<file path="src/rtl/prog_counter_pkg.sv">
// Shared definitions for the program-counter slice: FSM state type, default
// geometry and the LUT index-width helper.
package prog_counter_pkg;

  localparam int PC_WIDTH_DEF   = 10;
  localparam int LUT_DEPTH_DEF  = 16;
  localparam int START_ADDR_DEF = 0;
  localparam int CYCLE_CNT_W    = 16;

  typedef enum logic [1:0] {
    S_IDLE = 2'd0,
    S_RUN  = 2'd1,
    S_DONE = 2'd2
  } pc_state_e;

  // A one-entry table still needs a one-bit index port.
  function automatic int idx_width(input int depth);
    return (depth > 1) ? $clog2(depth) : 1;
  endfunction

endpackage

</file>
<file path="src/rtl/prog_counter_branch_lut.sv">
// Branch-target lookup table: cleared on reset, synchronous write, combinational
// read. Out-of-range indices read 0 and writes to them are dropped.
module branch_lut
  import prog_counter_pkg::*;
#(
  parameter int PC_WIDTH  = PC_WIDTH_DEF,
  parameter int LUT_DEPTH = LUT_DEPTH_DEF,
  parameter int IDX_W     = idx_width(LUT_DEPTH)
) (
  input  logic                clk,
  input  logic                rst_n,
  input  logic                we,
  input  logic [IDX_W-1:0]    waddr,
  input  logic [PC_WIDTH-1:0] wdata,
  input  logic [IDX_W-1:0]    raddr,
  output logic [PC_WIDTH-1:0] rdata
);

  logic [PC_WIDTH-1:0] mem [LUT_DEPTH];

  // NOTE: the table must read 0 after reset, so it is built from resettable
  // flops rather than a RAM macro; keep LUT_DEPTH small.
  always_ff @(posedge clk or negedge rst_n) begin
    if (!rst_n) begin
      for (int i = 0; i < LUT_DEPTH; i++) mem[i] <= '0;
    end else if (we && (int'(waddr) < LUT_DEPTH)) begin
      mem[waddr] <= wdata;
    end
  end

  // Reads see the pre-write contents, so a same-cycle write is visible next cycle.
  assign rdata = (int'(raddr) < LUT_DEPTH) ? mem[raddr] : '0;

endmodule

</file>
<file path="src/rtl/prog_counter.sv">
// Fetch-side program counter with Idle/Run/Done control and a branch-target LUT.
// Optional Run-cycle counter enabled by defining PC_CYCLE_COUNT_EN.
module prog_counter
  import prog_counter_pkg::*;
#(
  parameter int PC_WIDTH   = PC_WIDTH_DEF,
  parameter int LUT_DEPTH  = LUT_DEPTH_DEF,
  parameter int START_ADDR = START_ADDR_DEF
) (
  input  logic                               clk,
  input  logic                               rst_n,
  input  logic                               start_in,
  input  logic                               halt_in,
  input  logic                               stall_in,
  input  logic                               jump_in,
  input  logic                               branch_in,
  input  logic                               zero_in,
  input  logic [idx_width(LUT_DEPTH)-1:0]    lut_idx_in,
  input  logic                               lut_we_in,
  input  logic [idx_width(LUT_DEPTH)-1:0]    lut_waddr_in,
  input  logic [PC_WIDTH-1:0]                lut_wdata_in,
  output logic [PC_WIDTH-1:0]                pc_out,
  output logic                               running_out,
  output logic                               done_out
`ifdef PC_CYCLE_COUNT_EN
  ,
  output logic [CYCLE_CNT_W-1:0]             cycle_cnt_out
`endif
);

  localparam int IDX_W = idx_width(LUT_DEPTH);
  localparam logic [PC_WIDTH-1:0] START_PC = PC_WIDTH'(START_ADDR);

  pc_state_e           state;
  logic [PC_WIDTH-1:0] lut_target;

  branch_lut #(
    .PC_WIDTH  (PC_WIDTH),
    .LUT_DEPTH (LUT_DEPTH),
    .IDX_W     (IDX_W)
  ) u_branch_lut (
    .clk   (clk),
    .rst_n (rst_n),
    .we    (lut_we_in),
    .waddr (lut_waddr_in),
    .wdata (lut_wdata_in),
    .raddr (lut_idx_in),
    .rdata (lut_target)
  );

  // NOTE: all state here is updated with non-blocking assignments so every
  // register samples pre-edge values regardless of statement order.
  always_ff @(posedge clk or negedge rst_n) begin
    if (!rst_n) begin
      state       <= S_IDLE;
      pc_out      <= START_PC;
      running_out <= 1'b0;
      done_out    <= 1'b0;
    end else begin
      unique case (state)
        S_IDLE, S_DONE: begin
          if (start_in) begin
            state       <= S_RUN;
            pc_out      <= START_PC;
            running_out <= 1'b1;
            done_out    <= 1'b0;
          end
        end
        S_RUN: begin
          if (halt_in) begin
            state       <= S_DONE;
            running_out <= 1'b0;
            done_out    <= 1'b1;
          end else if (!stall_in) begin
            if (jump_in || (branch_in && zero_in)) pc_out <= lut_target;
            else                                   pc_out <= pc_out + PC_WIDTH'(1);
          end
        end
        default: begin
          state       <= S_IDLE;
          running_out <= 1'b0;
          done_out    <= 1'b0;
        end
      endcase
    end
  end

`ifdef PC_CYCLE_COUNT_EN
  // The halt cycle itself is not counted: it is the transition into Done.
  always_ff @(posedge clk or negedge rst_n) begin
    if (!rst_n) begin
      cycle_cnt_out <= '0;
    end else if (start_in && (state == S_IDLE || state == S_DONE)) begin
      cycle_cnt_out <= '0;
    end else if (state == S_RUN && !halt_in && cycle_cnt_out != '1) begin
      cycle_cnt_out <= cycle_cnt_out + CYCLE_CNT_W'(1);
    end
  end
`endif

endmodule
</file>
<file path="config.mk">
export PLATFORM = sky130hd
export DESIGN_NAME = prog_counter
export DESIGN_NICKNAME = d
export VERILOG_FILES = /design/src/rtl/prog_counter_pkg.sv /design/src/rtl/prog_counter_branch_lut.sv /design/src/rtl/prog_counter.sv
export SDC_FILE = /design/constraint.sdc
export NUM_CORES = 1
export LEC_CHECK = 0
export CORE_ASPECT_RATIO = 1.4
export CORE_MARGIN = 1.5
export CORE_UTILIZATION = 45
export DETAILED_ROUTE_END_ITERATION = 8
export PLACE_DENSITY = 0.66
export SLEW_MARGIN = 20
export SYNTH_ARGS = -nofsm -noshare
export SYNTH_HDL_FRONTEND = slang
export SYNTH_SLANG_ARGS = --single-unit
</file>
<file path="constraint.sdc">
create_clock -name clk -period 1.8 [get_ports clk]
set_input_delay 0.45 -clock clk [delete_from_list [all_inputs] [get_ports clk]]
set_output_delay 0.45 -clock clk [all_outputs]
set_load 0.005 [all_outputs]
</file>
## Word level (Yosys, flattened, before mapping)

Cells that the tools add are included.

| operators by class | value |
|---|---|
| bitwise gates (word level) | 2 |
| mux-type cells | 20 |
| reduce and logical (&&, ||, !) cells | 8 |
| add/subtract/negate cells | 1 |
| order comparisons | 3 |
| equality and inequality tests | 6 |

Operators by type and width:

| cell | count |
|---|---|
| $bwmux W160 | 1 |
| $mux W10 | 7 |
| $bmux W10 S4 | 1 |
| $demux W10 S4 | 1 |
| $pmux W10 S2 | 1 |
| $add A10 B1 Y10 const B | 1 |
| $ge A5 B5 Y1 const B | 2 |
| $not A4 Y5 | 2 |
| $ne A2 B2 Y1 const B | 4 |
| $lt A5 B1 Y1 const B | 1 |
| $mux W1 | 4 |
| $mux W2 | 2 |
| $pmux W1 S2 | 2 |
| $pmux W2 S2 | 1 |
| $reduce_and A4 Y1 | 1 |
| $eq A2 B1 Y1 const B | 1 |
| $eq A2 B2 Y1 const B | 1 |
| $logic_and A1 B1 Y1 | 2 |
| $logic_not A2 Y1 | 1 |
| $reduce_and A2 Y1 | 1 |
| $reduce_bool A2 Y1 | 1 |
| $reduce_or A2 Y1 | 1 |
| $logic_or A1 B1 Y1 | 1 |

| storage, ports and cells | value |
|---|---|
| word-level logic and storage cells | 60 |
| output and inout port bits | 12 |
| input bits | 27 |
| register bits after elaboration | 174 |

## Longest topological paths before layout

| depth | value |
|---|---|
| depth after elaboration | 8 |
| gate-level depth with buffers | 8 |
| gate-level depth less buffers | 5 |

## Hierarchy

Synthesis repeated with hierarchy kept, for this count alone.

| unflattened totals | value |
|---|---|
| cell total of the unflattened synthesis | 537 |
| area total of the unflattened synthesis | 8042.7 um2 |

By module, submodules not included:

| module | area each (um2) | seq. area each (um2) | instances | cells each |
|---|---|---|---|---|
| branch_lut | 7285.7 | 4003.8 | 1 | 449 |
| prog_counter | 757.0 | 325.3 | 1 | 88 |

## Least setup slack after synthesis

No wires, ideal clock.

| timing | value |
|---|---|
| kind | input to register |
| start point | input port lut_idx_in[0] |
| end point | register pc_out[7] |
| data required time | 1.670 ns |
| stages on the path | 6 |
| slack | -0.152 ns |
| path buffers | 2 |
| arrival | 1.822 ns |
| library setup time | 0.130 ns |
| cells stage by stage | buf_6 buf_6 mux4_2 mux4_2 nand3_1 o211ai_1 |

| on the way | value |
|---|---|
| word-level cells in the longest chain between the ends | 8 |

Ends and longest elaborated chain:

| element | line | source |
|---|---|---|
| start: declaration | prog_counter.sv:18 | `input logic [idx_width(LUT_DEPTH)-1:0] lut_idx_in,` |
| $not A4 Y5 (not written as such) | prog_counter_branch_lut.sv:32 | `assign rdata = (int'(raddr) < LUT_DEPTH) ? mem[raddr] : '0;` |
| $bmux W10 S4 | prog_counter_branch_lut.sv:32 |  |
| $mux W10 (not written as such) (2 in a row) | prog_counter_branch_lut.sv:32 |  |
| $mux W10 | prog_counter.sv:75 | `if (jump_in \|\| (branch_in && zero_in)) pc_out <= lut_target;` |
| $mux W10 | prog_counter.sv:74 | `end else if (!stall_in) begin` |
| $mux W10 | prog_counter.sv:70 | `if (halt_in) begin` |
| $pmux W10 S2 | prog_counter.sv:60 | `unique case (state)` |
| end signal: assignment | prog_counter.sv:75 |  |
| end signal: assignment | prog_counter.sv:76 | `else pc_out <= pc_out + PC_WIDTH'(1);` |
| end: declaration | prog_counter.sv:22 | `output logic [PC_WIDTH-1:0] pc_out,` |

Every way passes these cells. The select of a mux whose other input is x is not followed.
A chain may end at the register's enable or synchronous reset.

## Final worst setup path

| timing | value |
|---|---|
| start point | register pc_out[2] |
| end point | output port pc_out[2] |

No word-level cell between the ends.

==> impl_metrics.toml <==
[floorplan]
placementRows = 58
die_area_um2 = 18900
die_y_um = 162
start_util = 0.456
ioPinCount = 39
design.core.area_um2 = 17900
die_x_um = 117

[power_and_ir_drop]
p_comb_frac = 0.188
p_clk_frac = 0.329
p_int_mw = 7.99
peakVddDrop_mv = 0.652
sw_frac_of_total = 0.269
pwr_density_cell_nw_per_um2 = 1090
leakagePower_nw = 4.42
power_mw = 10.9
switching_power_mw = 2.94
seq_power_share = 0.483

[synthesis]
yosys-top-cells-count = "dfrtp_1 (174), mux2_1 (132), mux4_2 (37), mux2_2 (30), nand2_1 (24)"
yosys-top-cells-area = "dfrtp_1 (53%), mux2_1 (18%), mux4_2 (10%), mux2_2 (4.1%), mux2i_1 (1.5%)"
synth_edf_count = 0
yosysMostFrequentCell = "dfrtp_1"
ys_seq_area_frac = 0.535
syn_area_per_cell_um2 = 14.6
syn_nets = 585
yosysTopAreaCell = "dfrtp_1"
synth_top_area_frac = 0.535
netlist_area_um2 = 8140
syn_inst = 557
synth_ff_type = "dfrtp_1"
ys_types = 50
yosys_register_bits = 174
async_flop_share = 1.00
yosysWarnings = 0

[cells_and_area]
final_core_util = 0.564
stdcell_count = 911
nNetsFinal = 687
antenna_cells = 0
fillers = 1450
area_growth_pct = 23.6
drive_above_1_share = 0.294

[hold_path]
hold_class = "reg2reg"
hp-start = "u_branch_lut.mem[3]"
whs_endpoint = "u_branch_lut.mem[3]"
hold_depth = 1

[global_routing]
top_usage_layer = "met2"
grt_pass1_vias = 5585
grt_use_met2 = 0.386
antenna_found_initial = 0
met3_usage = 0.0332
met1_usage = 0.282
grt_overflow = 0
grt_first_pass_wirelength_um = 31300
grt_max_degree = 39
gr-usage-all-layers = 0.222

[worst_setup_path]
crit_family = "buffers and inverters"
worstPathRequired_ns = 1.35
arrival_ns = 1.29
worstReg2RegStart = "u_branch_lut.mem[7]"
regToRegSetupSlack_ns = 0.09
cpMaxStageDelayCell = "clkdlybuf4s50_1"
critical_path_class = "reg2out"
crit_path_cell_trace = "clkdlybuf4s50_1"
cp_max_fo = 2
endpoint_kind = "output pin"
r2r_cells = 4
r2r-end = "pc_out[7]"
critical_path_buf_inv_count = 1
slowest_delay_ns = 0.50
cp-start-kind = "flop"

[clock_tree]
htreeDepth = 4
cts.sinks = 174
cts_buffer_depth = 2
cts_root_buf = "clkbuf_16"
clock_latency_ns = 0.42
cts_tree = "done"
clk_pin_slew_ns = 0.07
cts_buffers = 17

[placed_design]
place_ws_ns = -0.382
dp.cells = 870
dpl.hpwl_um = 13300
gp_congestion = 0.852
io_buffers = 38

[timing]
finalWorstSetupSlack_ns = 0.0613
fin_hold_ws_ns = 0.484
maxSlewViolCount = 0
rsz0062_at_grt = "true"
finalHoldViolations = 0
slew_headroom = 0.584
fmax_mhz = 575
min_period_ns = 1.74
fin_crit_sh = 0.966
worst_pin_slew_ns = 0.623
final.setup_skew_ns = 0.00939
finalSetupViolCount = 0

[drt]
vias = 5164
firstDrtPassIters = 5
drc_errors = 0
postRouteAntennaNets = 0
wl_per_cell_um = 21.4
drtIter0Drc = 406
finalWirelength_um = 19500
via_per_inst = 5.67

[flow_run]
maxCapViolCount = 0

[outcome]
status = "completed"
## area by class of cell
type                       instances  area [um2]  area share
tap                              240         300      0.0298
timing repair buffer             116        1210       0.120
clock buffer                      17         425      0.0423
sequential                       174        4360       0.433
clock inverter                    14         146      0.0145
inverter                           5        18.8     0.00186
multi-input combinational        345        3600       0.358
## layout by cell type, fill, tap and decap left out, types with 4 or more instances in the layout
| master | synthesis | layout |
|---|---|---|
| a221oi_1 | 4 | 4 |
| nand2_1 | 24 | 24 |
| dfrtp_1 | 174 | 167 |
| nor2_2 | 4 | 4 |
| buf_4 | 2 | 57 |
| o21ai_1 | 6 | 6 |
| buf_12 | 0 | 20 |
| nand2b_1 | 6 | 6 |
| a21oi_1 | 8 | 8 |
| mux2i_1 | 12 | 12 |
| dfrtp_2 | 0 | 7 |
| nor2_1 | 16 | 16 |
| clkdlybuf4s50_1 | 0 | 28 |
| o21ai_0 | 6 | 6 |
| a221o_1 | 4 | 4 |
| mux2_1 | 132 | 132 |
| dlymetal6s2s_1 | 0 | 4 |
| nand3_1 | 9 | 9 |
| nand4_1 | 7 | 7 |
| clkbuf_16 | 0 | 17 |
| mux4_2 | 37 | 37 |
| mux2_2 | 30 | 30 |
| inv_6 | 0 | 7 |
## power groups by stage
stage | combinational [mW] | sequential, mW | clock [mW]
global placement | 1.92 | 5.31 | 0
finish | 2.05 | 5.28 | 3.60
CTS | 2.08 | 5.27 | 3.68
detailed placement | 2.00 | 5.36 | 0
global route | 2.24 | 5.38 | 3.86
floorplan | 1.35 | 5.17 | 0
## worst max-delay path by stage
stage                            end             from  slack, ns  cells after the start
2_1_floorplan              pc_out[7]    lut_idx_in[0]      -0.13                      6
3_5_place_dp   u_branch_lut.mem[108]        lut_we_in      -0.38                      5
3_3_place_gp               pc_out[9]    lut_idx_in[0]      -0.34                      7
6_report                   pc_out[2]        pc_out[2]       0.06                      1
4_1_cts                    pc_out[9]        pc_out[9]      0.007                      1
5_1_grt        u_branch_lut.mem[123]  lut_waddr_in[3]     -0.002                      6
## worst register-to-register path: cells and delay by family, from the launching register on
| kind | cells | cell delay, ns |
|---|---|---|
| AND/OR/NAND/NOR | 1 | 0.12 |
| flip-flops | 1 | 0.38 |
| multiplexers | 2 | 1.01 |
| AO/OA/AOI/OAI | 1 | 0.09 |
## repair_timing
action,in CTS,in global routing
pin swaps,0,0
endpoints found under the hold margin,32,0
resized for setup,9,5
endpoints found under the setup margin,10,15
buffers inserted,8,1
gates cloned,0,0
hold buffers,1,0
## flip-flops by register name, indices dropped and copies added, names as in the netlist
signal	flops
state	2
u_branch_lut.mem	160
running_out	1
done_out	1
pc_out	10
## metal layers
metal  vias up  wire, um
li1       2302         -
met1      2715      8200
met2       114     10300
met3        33       523
met4         0       435
met5         -         0
## through the flow
step	setup TNS (ns)	instance area, um2
finish	0	10100
floorplan	-0.311	8170
CTS	0	10000
detailed placement	-47.17	9400
global placement	-41.06	9400
global route	-0.00172	10100
## kinds of logic (layout without fill, tap and decap cells)
group / Yosys count / after routing / synth area share
adder cells (fa/ha/maj): 1 / 1 / 0.00154
buffers and inverters: 38 / 152 / 0.0243
AND/OR/NAND/NOR: 87 / 87 / 0.0587
multiplexers: 211 / 211 / 0.341
AO/OA/AOI/OAI: 46 / 46 / 0.0398
flip-flops: 174 / 174 / 0.535
Note: power is estimated with default switching activity, not from simulation.
